## config.mk

```make
export PLATFORM = sky130hd
export DESIGN_NAME = weight_array_ctrl
export DESIGN_NICKNAME = d
export VERILOG_FILES = /design/src/rtl/weight_array_ctrl.sv
export SDC_FILE = /design/constraint.sdc
export NUM_CORES = 1
export LEC_CHECK = 0
export ABC_AREA = 1
export BUFFER_PORTS_ARGS = -buffer_cell sky130_fd_sc_hd__buf_2
export CELL_PAD_IN_SITES_DETAIL_PLACEMENT = 1
export CELL_PAD_IN_SITES_GLOBAL_PLACEMENT = 2
export CORE_ASPECT_RATIO = 1.2
export CORE_MARGIN = 2
export CORE_UTILIZATION = 27
export DETAILED_ROUTE_END_ITERATION = 8
export HOLD_SLACK_MARGIN = 0.15
export MAX_ROUTING_LAYER = met4
export PLACE_DENSITY = 0.9
export SETUP_SLACK_MARGIN = 0.2
export SYNTH_ARGS = -nofsm -noshare
export SYNTH_HDL_FRONTEND = slang
export SYNTH_SLANG_ARGS = --single-unit
```

## constraint.sdc

```tcl
create_clock -name clk -period 5.98 [get_ports clk]
set_input_delay 0 -clock clk [delete_from_list [all_inputs] [get_ports clk]]
set_output_delay 0 -clock clk [all_outputs]
set_load 0.05 [all_outputs]
```

## src/rtl/weight_array_ctrl.sv

```systemverilog
// weight_array_ctrl: loads COL weight buffers column-major from a valid/ready
// weight stream, then streams them out through per-buffer read enables.
// Build option: define WACTRL_SKEW_EN for a skewed (diagonal) drain in which
// buffer i reads during drain cycles i .. i+words-1. Without it, all buffers
// read together for words cycles.
//
// Handshake: a weight word transfers on every cycle where wt_vld && wt_rdy.
// wt_rdy is high only in LOAD (and never in an abort or reset cycle).
// fifo_en is the one-hot write strobe for that same transfer cycle.
// Upstream may drop wt_vld at any time; the gaps do not advance the counters.
module weight_array_ctrl #(
   parameter int COL   = 32,
   parameter int DEPTH = 16,
   localparam int WW   = $clog2(DEPTH + 1)
) (
   input  logic           clk,
   input  logic           rst,
   input  logic           start,
   input  logic           abort,
   input  logic [WW-1:0]  words,
   input  logic           wt_vld,
   output logic           wt_rdy,
   input  logic           go,
   output logic [COL-1:0] fifo_en,
   output logic [COL-1:0] out_en,
   output logic           busy,
   output logic           done,
   output logic           err,
   output logic [2:0]     state_dbg
);

   localparam int CW = (COL > 1) ? $clog2(COL) : 1;
   // Drain counter must reach DEPTH+COL-1 when comparing against i+words.
   localparam int TW = $clog2(DEPTH + COL);

   typedef enum logic [2:0] {
      IDLE   = 3'd0,
      LOAD   = 3'd1,
      LOADED = 3'd2,
      DRAIN  = 3'd3,
      DONE   = 3'd4
   } state_t;

   state_t        state, state_nxt;
   logic [WW-1:0] words_q;
   logic [WW-1:0] word_cnt;
   logic [CW-1:0] col_cnt;
   logic [TW-1:0] t_cnt;
   logic          start_ok;
   logic          last_word;
   logic          last_col;
   logic          drain_last;

   assign start_ok  = (words != '0) && (words <= WW'(DEPTH));
   assign last_word = (word_cnt == words_q - WW'(1));
   assign last_col  = (col_cnt == CW'(COL - 1));
`ifdef WACTRL_SKEW_EN
   assign drain_last = (t_cnt == TW'(words_q) + TW'(COL - 2));
`else
   assign drain_last = (t_cnt == TW'(words_q) - TW'(1));
`endif

   assign busy      = (state != IDLE) && !rst;
   assign state_dbg = state;

   // State register; reset and abort both return to IDLE.
   always_ff @(posedge clk) begin
      if (rst) begin
         state <= IDLE;
      end else begin
         state <= state_nxt;
      end
   end

   // Next-state and output decode; rst/abort override everything last.
   always_comb begin
      state_nxt = state;
      wt_rdy    = 1'b0;
      fifo_en   = '0;
      out_en    = '0;
      done      = 1'b0;
      err       = 1'b0;
      case (state)
         IDLE: begin
            if (start) begin
               if (start_ok) state_nxt = LOAD;
               else          err = 1'b1;
            end
         end
         LOAD: begin
            wt_rdy = 1'b1;
            if (wt_vld) begin
               fifo_en = COL'(1) << col_cnt;
               if (last_word && last_col) state_nxt = LOADED;
            end
         end
         LOADED: begin
            if (go) state_nxt = DRAIN;
         end
         DRAIN: begin
`ifdef WACTRL_SKEW_EN
            for (int i = 0; i < COL; i++) begin
               out_en[i] = (t_cnt >= TW'(i)) && (t_cnt < TW'(i) + TW'(words_q));
            end
`else
            out_en = (t_cnt < TW'(words_q)) ? '1 : '0;
`endif
            if (drain_last) state_nxt = DONE;
         end
         DONE: begin
            done      = 1'b1;
            state_nxt = IDLE;
         end
         default: state_nxt = IDLE;
      endcase
      if (rst || abort) begin
         state_nxt = IDLE;
         wt_rdy    = 1'b0;
         fifo_en   = '0;
         out_en    = '0;
         done      = 1'b0;
         err       = 1'b0;
      end
   end

   // Job counters: latch word count on start, column-major fill, drain time.
   always_ff @(posedge clk) begin
      if (rst) begin
         words_q  <= '0;
         word_cnt <= '0;
         col_cnt  <= '0;
         t_cnt    <= '0;
      end else begin
         case (state)
            IDLE: begin
               if (start && start_ok && !abort) begin
                  words_q  <= words;
                  word_cnt <= '0;
                  col_cnt  <= '0;
               end
            end
            LOAD: begin
               if (wt_vld && !abort) begin
                  if (last_word) begin
                     word_cnt <= '0;
                     if (!last_col) col_cnt <= col_cnt + CW'(1);
                  end else begin
                     word_cnt <= word_cnt + WW'(1);
                  end
               end
            end
            LOADED: begin
               if (go) t_cnt <= '0;
            end
            DRAIN: begin
               t_cnt <= t_cnt + TW'(1);
            end
            default: ;
         endcase
      end
   end

endmodule

```

==> summary.txt, run 1 <==
Clocking
  • Sink Count: 24
  • H-tree levels: 1
  • CTS-repair resized insts: 0
  • Clock-pin slew on the worst setup and hold paths: about 0.09 ns
  • CTS tree: yes
  • Clock Path Buffers: 2
  • Hold buffers post-CTS: 8
  • Latest clock arrival within the worst-skew pair: 0.26 ns
  • Cts bufs inserted: 3
  • Clock root buffer: clkbuf_8
  • Setup Fix Bufs, Post-CTS: 0

Critical path
  • CP Max Fanout: 16
  • Worst Path Buf+Inv: 4
  • CP max-delay cell: dlygate4sd3_1
  • Largest stage delay, worst path: ~0.53 ns
  • Crit Path Category: input port to primary output
  • WP data required: between 5 and 6 ns
  • Worst r2r path cells: 7
  • Critical path, cell by cell: dlygate4sd3_1 -> buf_2 -> nor2_1 -> inv_2 -> nor2_2 -> nand3_2 -> nor3_1 -> buf_2
  • WP data arrival: between 2 and 2.5 ns
  • Worst setup SP type: input port
  • Crit path depth: 8
  • Cell seen most often among critical-path stages: buf_2
  • CP top delay family: buffers and inverters
  • CP Capture Type: primary output

Floorplan
  • Die ar.: between 8000 and 9000 um2
  • Num ports: slightly above 80
  • Starting Density: 0.281
  • Core area: between 7000 and 8000 um2
  • Die H: roughly 100 um
  • Row count: 35
  • Die Width: roughly 86 um

Logic synthesis
  • Ys async rst share: 0
  • Synth top cells by count: 50 x nand2_1, 50 x nor2_1, 37 x inv_1
  • Syn. warnings: 0
  • Syn Nets: between 300 and 400
  • Post-synthesis sequential area ratio: 0.221
  • Post-Syn Instances: ~330
  • Syn avg cell area: around 6.5 um2
  • Area leader, netlist: dfxtp_1
  • Netlist cell types: 32
  • Top-area cell type share of the netlist area: 0.221
  • Post-Syn Area: around 2200 um2
  • Post-synth EDFFs: 0
  • Main synth FF type: dfxtp_1
  • Seq cells post-synth: 24
  • Synth top area cells: dfxtp_1 22%, buf_4 11%, ha_1 8.6%, nand2_1 8.6%, nor2_1 8.6%

Finish
  • Post-layout net count: approximately 420
  • Post-layout util: 0.331
  • # diodes: 0
  • P&R area growth vs syn: 17.9%
  • Layout cell share with drive strength beyond 1: 0.282
  • Fillers: approximately 1,000

Timing
  • Final Hold Viols: 0
  • Worst slew pin tran: 0.465 ns
  • Final period util: 0.369
  • Fin crit period: ~2.2 ns
  • Max Clock Freq: 0.453 GHz
  • Setup_tns: 0 ns
  • Worst rel slew slack: 0.690
  • Final max-slew violation count: 0
  • Final setup violation count: 0
  • Worst Clk Skew: about 0.0036 ns
  • Unrepaired setup endpoints after global routing: no

Run status
  • Outcome: finished clean

Power and ir drop
  • Maximum vdd drop: 0.0000620 V
  • Combinational share of power: 0.252
  • Power Density: ~140 nW/um2
  • Sw Ratio: 0.332
  • Clock Power Share: 0.274
  • Sequential share of power: 0.474
  • P_sw: roughly 0.12 mW
  • Internal: ~0.24 mW
  • P_leak: ~1.3 nW

Global route
  • First-pass GRT wire length: just over 10 mm
  • Vias in the first global route: approximately 2,200
  • Total Routing Usage GR: 0.145
  • GRT overflow: 0
  • Initial antenna violation count: 0
  • Largest net degree at the start of global routing: 33

Route
  • Wire per inst: 12.9 um
  • WL final: 6.20 mm
  • Initial drt markers: 32
  • Vias: roughly 2,200
  • DRC viols: 0
  • Avg Vias per Cell: ~4.7
  • First-pass detailed-route iteration total: 3
  • Antenna Nets Post-Route: 0

Placement
  • Placer Congestion: around 0.83
  • Hpwl dp: slightly above 5 mm
  • Port bufs: just over 80

Worst hold path
  • Hold Crit Class: input port to flip-flop
  • WHS Path Cells: 4

Run
  • Max Cap Viol: 0
==> sequential cells by signal, summed over array words and instances (netlist names) <==
signal,flops
words_q,5
t_cnt,6
word_cnt,5
state_dbg,3
col_cnt,5
==> layout by cell type (no fill, tap or decap), types with 8 or more instances in the layout <==
cell,Yosys,layout
dlygate4sd3_1,0,8
dfxtp_1,24,24
nor3_1,14,14
nor2_1,50,50
nand2_1,50,50
a21oi_1,17,17
ha_1,15,15
nand3_1,35,35
inv_1,37,37
buf_2,3,81
nand2_2,8,8
==> power by group through the flow <==
| stage | sequential (mW) | combinational [mW] | clock, mW |
|---|---|---|---|
| 3_3_place_gp | 0.173 | 0.0855 | 0 |
| 6_report | 0.170 | 0.0904 | 0.0983 |
| 5_1_grt | 0.171 | 0.103 | 0.108 |
| 4_1_cts | 0.170 | 0.0914 | 0.104 |
| 3_5_place_dp | 0.174 | 0.0870 | 0 |
| 2_1_floorplan | 0.176 | 0.0628 | 0 |
==> worst min-delay path: cells and delay by family <==
family	cells	cell delay, ns
and+or+nand+nor	2	0.25
buffers and inverters	1	0.09
AOI/OAI and AO/OA	1	0.06
==> metal layers <==
layer  track usage  up-vias  part of all wire
met5             -        -                 0
met4        0.0110        0            0.0011
met3        0.0129        2             0.044
met2         0.280       51              0.53
met1         0.169     1020              0.43
li1              -     1174                 -
==> final timing paths <==
kind                startpoint     endpoint  slack, ns
setup / recovery           rst  fifo_en[28]       3.77
hold / removal              go     t_cnt[5]       0.19
setup reg to reg  state_dbg[0]   words_q[4]       4.01
hold reg to reg       t_cnt[5]     t_cnt[5]       0.51
==> cell families after synthesis <==
logic type               share of synthesized area
AND/OR/NAND/NOR                              0.385
XOR/XNOR                                    0.0161
buffers and inverters                        0.194
adder cells (fa/ha/maj)                     0.0862
AO/OA/AOI/OAI                               0.0982
flip-flops                                   0.221
==> cell type report <==
class | count | area [um2] | area share
Sequential cell | 24 | 480 | 0.187
Multi-Input combinational cell | 230 | 1280 | 0.497
Clock buffer | 3 | 41.3 | 0.0161
Inverter | 43 | 163 | 0.0633
Tap cell | 92 | 115 | 0.0448
Timing Repair Buffer | 90 | 493 | 0.192
==> per-stage QoR <==
step | power, mW | hold slack (ns) | setup WS, ns | cell area, um2 | cells
after floorplan | 0.238 | 0.0785 | 2.40 | 2180 | 334
after global placement | 0.259 | 0.303 | 4.19 | 2450 | 471
after detailed placement | 0.261 | 0.317 | 4.06 | 2450 | 471
after CTS | 0.365 | 0.189 | 3.73 | 2570 | 482
after global routing | 0.381 | 0.245 | 3.56 | 2570 | 482
final | 0.359 | 0.188 | 3.77 | 2570 | 482
No activity file was read; power rests on OpenSTA's default activity.
==> inputs of run 2 (changes only) <==
Settings changed: CORE_UTILIZATION 27 to 23, PLACE_DENSITY 0.9 to 0.82.
Clock period 5.98 ns to 2 ns, I/O delays scaled along.
==> summary.txt, run 2 (same netlist as run 1, synthesis figures left out) <==
Run status
  • Outcome: finished clean

Floorplan
  • Die ar.: ~10,000 um2
  • Starting Density: 0.239
  • Core area: ~9000 um2
  • Row count: 38
  • Die Width: 92.8 um
  • Die H: 111 um
  • Num ports: 82

Timing
  • Final max-slew violation count: 0
  • Worst Clk Skew: between 0.009 and 0.01 ns
  • Max Clock Freq: ~0.53 GHz
  • Setup WS post-layout: about 0.11 ns
  • Worst rel slew slack: 0.754
  • Worst slew pin tran: around 0.37 ns
  • Unrepaired setup endpoints after global routing: yes
  • Final period util: 0.943
  • Final Hold Viols: 0
  • Fin crit period: about 1.9 ns
  • Final setup violation count: 0

Power and ir drop
  • Combinational share of power: 0.291
  • Clock Power Share: 0.269
  • P_leak: between 1.5 and 2 nW
  • Sequential share of power: 0.440
  • Maximum vdd drop: between 0.0002 and 0.0003 V
  • Internal: approximately 0.75 mW
  • Power Density: around 330 nW/um2
  • Final Power: 1.15 mW
  • Sw Ratio: 0.345
  • P_sw: 0.397 mW

Clocking
  • Cts bufs inserted: 3
  • H-tree levels: 1
  • Sink Count: 24
  • CTS tree: yes
  • Clock-pin slew on the worst setup and hold paths: 0.10 ns
  • Clock root buffer: clkbuf_8
  • Latest clock arrival within the worst-skew pair: roughly 0.27 ns
  • Clock Path Buffers: 2

Placement
  • Port bufs: 81
  • Placer Congestion: 0.821
  • Hpwl dp: 5.64 mm
  • Worst Setup Slack post-DPL: 0.112 ns

Critical path
  • CP max-delay cell: dfxtp_2
  • Largest stage delay, worst path: between 0.3 and 0.4 ns
  • Critical path, cell by cell: inv_4 -> ha_4 -> inv_2 -> o21bai_1 -> a21oi_2 -> o21bai_2 -> a21oi_4 -> clkbuf_16 -> buf_4
  • CP Max Fanout: 8
  • Crit Path Category: flip-flop to primary output
  • WP data arrival: 1.89 ns
  • WP data required: roughly 2 ns
  • CP Capture Type: primary output
  • Worst setup SP type: flip-flop

Route
  • Wire per inst: between 10 and 15 um
  • WL final: 7.05 mm
  • DRC viols: 0
  • First-pass detailed-route iteration total: 4
  • Antenna Nets Post-Route: 0
  • Vias: approximately 2,400
  • Avg Vias per Cell: about 4.5
  • Initial drt markers: 39

Finish
  • Max reg flops: 6
  • Layout cell share with drive strength beyond 1: 0.498
  • Post-layout net count: about 440
  • # diodes: 0
  • Reg with most FFs: t_cnt
  • Fillers: around 1,200
  • Commonest non-fill, non-tap cell in the layout: buf_4
  • Most frequent cells in the layout: 60 x buf_4, 43 x nand2_1, 33 x nand3_1, 32 x inv_1, 30 x buf_2
  • P&R area growth vs syn: 58.7%

Global route
  • GRT overflow: 0
  • First-pass GRT wire length: around 11 mm
  • Total Routing Usage GR: 0.133
  • Largest net degree at the start of global routing: 33
  • Vias in the first global route: around 2,300
  • Initial antenna violation count: 0

Run
  • Max Cap Viol: 0

Worst hold path
  • Hold Crit Class: input port to flip-flop
run 2: cell types whose count changed in the layout (fill, tap and decap cells not counted), sizes merged:
| cell | change |
|---|---|
| buf | +16 |
| clkbuf | +10 |
| dlygate4sd3 | -2 |
run 2: timing repair:
item / CTS / global route
buffers inserted: 6 / 8
gates cloned: 0 / 2
pin swaps: 4 / 11
hold buffers: 7 / 0
setup endpoints to repair: 70 / 77
resized for setup: 22 / 106
endpoints found under the hold margin: 12 / 0
run 2: metrics by stage:
stage | std cells | hold WS, ns | utilization | instance area [um2] | setup TNS [ns]
2_1_floorplan | 334 | 0.0785 | - | 2610 | -2.65
3_3_place_gp | 508 | 0.301 | 0.322 | 2940 | 0
3_5_place_dp | 508 | 0.312 | 0.322 | 2940 | 0
4_1_cts | 525 | 0.152 | 0.347 | 3160 | 0
5_1_grt | 534 | 0.172 | 0.379 | 3460 | 0
6_report | 534 | 0.144 | 0.379 | 3460 | 0
run 2: cell type report:
class                   instances  area, um2  area share
multi-input cells             230       1720       0.498
repair buffers                113        857       0.248
flip-flops and latches         24        509       0.147
inverters                      43        174      0.0503
well taps                     120        150      0.0434
clock buffers                   4       45.0      0.0130
run 2: power by group through the flow:
| stage | Combinational (mW) | Clock (mW) | Sequential [mW] |
|---|---|---|---|
| final | 0.335 | 0.309 | 0.506 |
| after global routing | 0.374 | 0.339 | 0.509 |
| after CTS | 0.311 | 0.320 | 0.507 |
| after detailed placement | 0.284 | 0 | 0.519 |
| after global placement | 0.279 | 0 | 0.518 |
| after floorplan | 0.201 | 0 | 0.525 |
run 2: final timing paths:
kind	cells past startpoint	start	slack (ns)	endpoint
setup / recovery	9	words_q[1]	0.11	out_en[0]
hold / removal	3	rst	0.14	col_cnt[2]
setup reg to reg	13	t_cnt[0]	0.29	state_dbg[0]
hold reg to reg	1	t_cnt[0]	0.47	t_cnt[0]
run 2: critical path, delay by kind of cell (launching register included):
kind	cells	cell delay, ns
compound gates	4	0.57
buf+inv	4	0.47
flops	1	0.36
fa+ha+maj	1	0.20
run 2: routing by layer:
metal | vias up | share of wire | track usage | routed length [um]
li1 | 1224 | - | - | -
met1 | 1119 | 0.40 | 0.151 | 2810
met5 | - | 0 | - | 0
met2 | 52 | 0.56 | 0.248 | 3940
met3 | 8 | 0.031 | 0.0136 | 222
met4 | 0 | 0.011 | 0.0324 | 80
==> inputs of run 3 (changes only) <==
--- a/constraint.sdc
+++ b/constraint.sdc
@@ -3,2 +3,2 @@
 set_output_delay 0 -clock clk [all_outputs]
-set_load 0.05 [all_outputs]
+set_load 0.1 [all_outputs]
==> summary.txt, run 3 (same netlist as run 1, synthesis figures left out) <==
Finish
  • # diodes: 0
  • Post-layout util: 0.492
  • P&R area growth vs syn: 106%
  • Max reg flops: 6
  • Fillers: 1,015
  • Most frequent cells in the layout: 48 x buf_12, 39 x nand2_1, 33 x nand3_1, 31 x inv_1
  • Layout cell share with drive strength beyond 1: 0.532
  • Reg with most FFs: t_cnt
  • Post-layout net count: around 450
  • Commonest non-fill, non-tap cell in the layout: buf_12

Floorplan
  • Die H: 111 um
  • Row count: 38
  • Core area: just over 9000 um2
  • Num ports: 82
  • Starting Density: 0.239
  • Die Width: slightly above 90 um
  • Die ar.: between 10,000 and 15,000 um2

Critical path
  • WP data arrival: roughly 2.1 ns
  • Worst setup SP type: flip-flop
  • Crit Path Category: flip-flop to primary output
  • Critical path, cell by cell: inv_2 -> ha_4 -> inv_2 -> o21bai_1 -> a21oi_2 -> o21bai_2 -> a21oi_4 -> buf_6 -> buf_6 -> buf_12 -> buf_16
  • Largest stage delay, worst path: about 0.34 ns
  • CP max-delay cell: dfxtp_2
  • CP Capture Type: primary output
  • WP data required: 2.00 ns
  • CP Max Fanout: 5

Timing
  • Worst rel slew slack: 0.668
  • Max Clock Freq: 0.482 GHz
  • Final max-slew violation count: 0
  • Final Hold Viols: 0
  • Final hold slack: 0.193 ns
  • Worst slew pin tran: ~0.50 ns
  • Unrepaired setup endpoints after global routing: yes
  • Setup WS post-layout: -0.0761 ns
  • Final period util: 1.04
  • Final setup violation count: 30
  • Fin crit period: 2.08 ns
  • Worst Clk Skew: between 0.008 and 0.009 ns

Clocking
  • Cts bufs inserted: 3
  • Clock root buffer: clkbuf_8
  • Sink Count: 24
  • H-tree levels: 1
  • Clock-pin slew on the worst setup and hold paths: ~0.10 ns
  • Clock Path Buffers: 2
  • Latest clock arrival within the worst-skew pair: around 0.27 ns
  • CTS tree: yes

Power and ir drop
  • Maximum vdd drop: about 0.00028 V
  • Final Power: approximately 1.2 mW
  • Power Density: 271 nW/um2
  • P_leak: between 1.5 and 2 nW

Placement
  • Placer Congestion: 0.772
  • Hpwl dp: 6.61 mm
  • Port bufs: a little over 80

Worst hold path
  • Hold Crit Class: input port to flip-flop

Global route
  • GRT overflow: 0
  • Largest net degree at the start of global routing: 15
  • Total Routing Usage GR: 0.177
  • Vias in the first global route: between 2,000 and 3,000
  • Initial antenna violation count: 0
  • First-pass GRT wire length: 14.6 mm

Route
  • First-pass detailed-route iteration total: 4
  • Wire per inst: about 17 um
  • WL final: 9.07 mm
  • Avg Vias per Cell: around 4.8
  • Antenna Nets Post-Route: 0
  • Vias: around 2,600
  • Initial drt markers: 67
  • DRC viols: 0

Run status
  • Failing checks: setup timing
  • Outcome: complete, but fails checks

Run
  • Max Cap Viol: 0
[run 3: cell types whose count changed in the layout (fill, tap and decap cells not counted), moves of 6 or more]
cell      change
nor2_1        -6
nor2_2        +6
clkbuf_4      -8
buf_6         +7
buf_4        -42
buf_12       +46
buf_16       +17
buf_2        -14
[run 3: final timing paths]
| check | from | endpoint | slack, ns | depth (start not counted) |
|---|---|---|---|---|
| setup / recovery | words_q[1] | out_en[24] | -0.08 | 11 |
| hold reg to reg | col_cnt[1] | col_cnt[1] | 0.53 | 2 |
| setup reg to reg | words_q[1] | col_cnt[1] | 0.03 | 15 |
| hold / removal | abort | state_dbg[0] | 0.19 | 5 |
[run 3: what timing repair did]
| action | in CTS | in global routing |
|---|---|---|
| pin swaps | 21 | 15 |
| setup buffers | 14 | 0 |
| hold endpoints to repair | 13 | 0 |
| resized for setup | 52 | 38 |
| hold buffers | 6 | 0 |
| gates cloned | 3 | 0 |
| setup endpoints to repair | 75 | 78 |
[run 3: layout make-up]
type                    instances  area [um2]  share of cell area
inverters                      43         168              0.0373
multi-input cells             230        1770               0.393
well taps                     120         150              0.0334
clock buffers                   4        45.0              0.0100
flip-flops and latches         24         509               0.113
repair buffers                118        1850               0.413
[run 3: worst max-delay path, delay by kind of cell, from the launching register on]
kind                     cells  cell delay, ns
buffers and inverters        6            0.64
AO/OA/AOI/OAI                4            0.56
flip-flops                   1            0.34
adder cells (fa/ha/maj)      1            0.26
[run 3: through the flow]
step | std cells | cell area (um2) | setup slack (ns) | setup TNS [ns]
after floorplan | 334 | 2580 | -0.453 | -27.64
after global routing | 539 | 4490 | -0.150 | -4.69
after detailed placement | 512 | 3850 | 0.0785 | 0
final | 539 | 4490 | -0.0761 | -0.888
after global placement | 512 | 3850 | 0.0787 | 0
after CTS | 539 | 4370 | -0.0378 | -0.342
[run 3: where the power goes]
| part | internal, mW | leakage, nW | switching [mW] |
|---|---|---|---|
| clock | 0.143 | 0.0228 | 0.176 |
| sequential | 0.487 | 0.201 | 0.0193 |
| combinational | 0.129 | 1.58 | 0.264 |
[run 3: routing by layer]
layer	track usage	up-vias	share of wire
met4	0.0275	0	0.0087
met3	0.0177	9	0.032
met2	0.358	65	0.61
li1	-	1234	-
met1	0.181	1273	0.35
met5	-	-	0
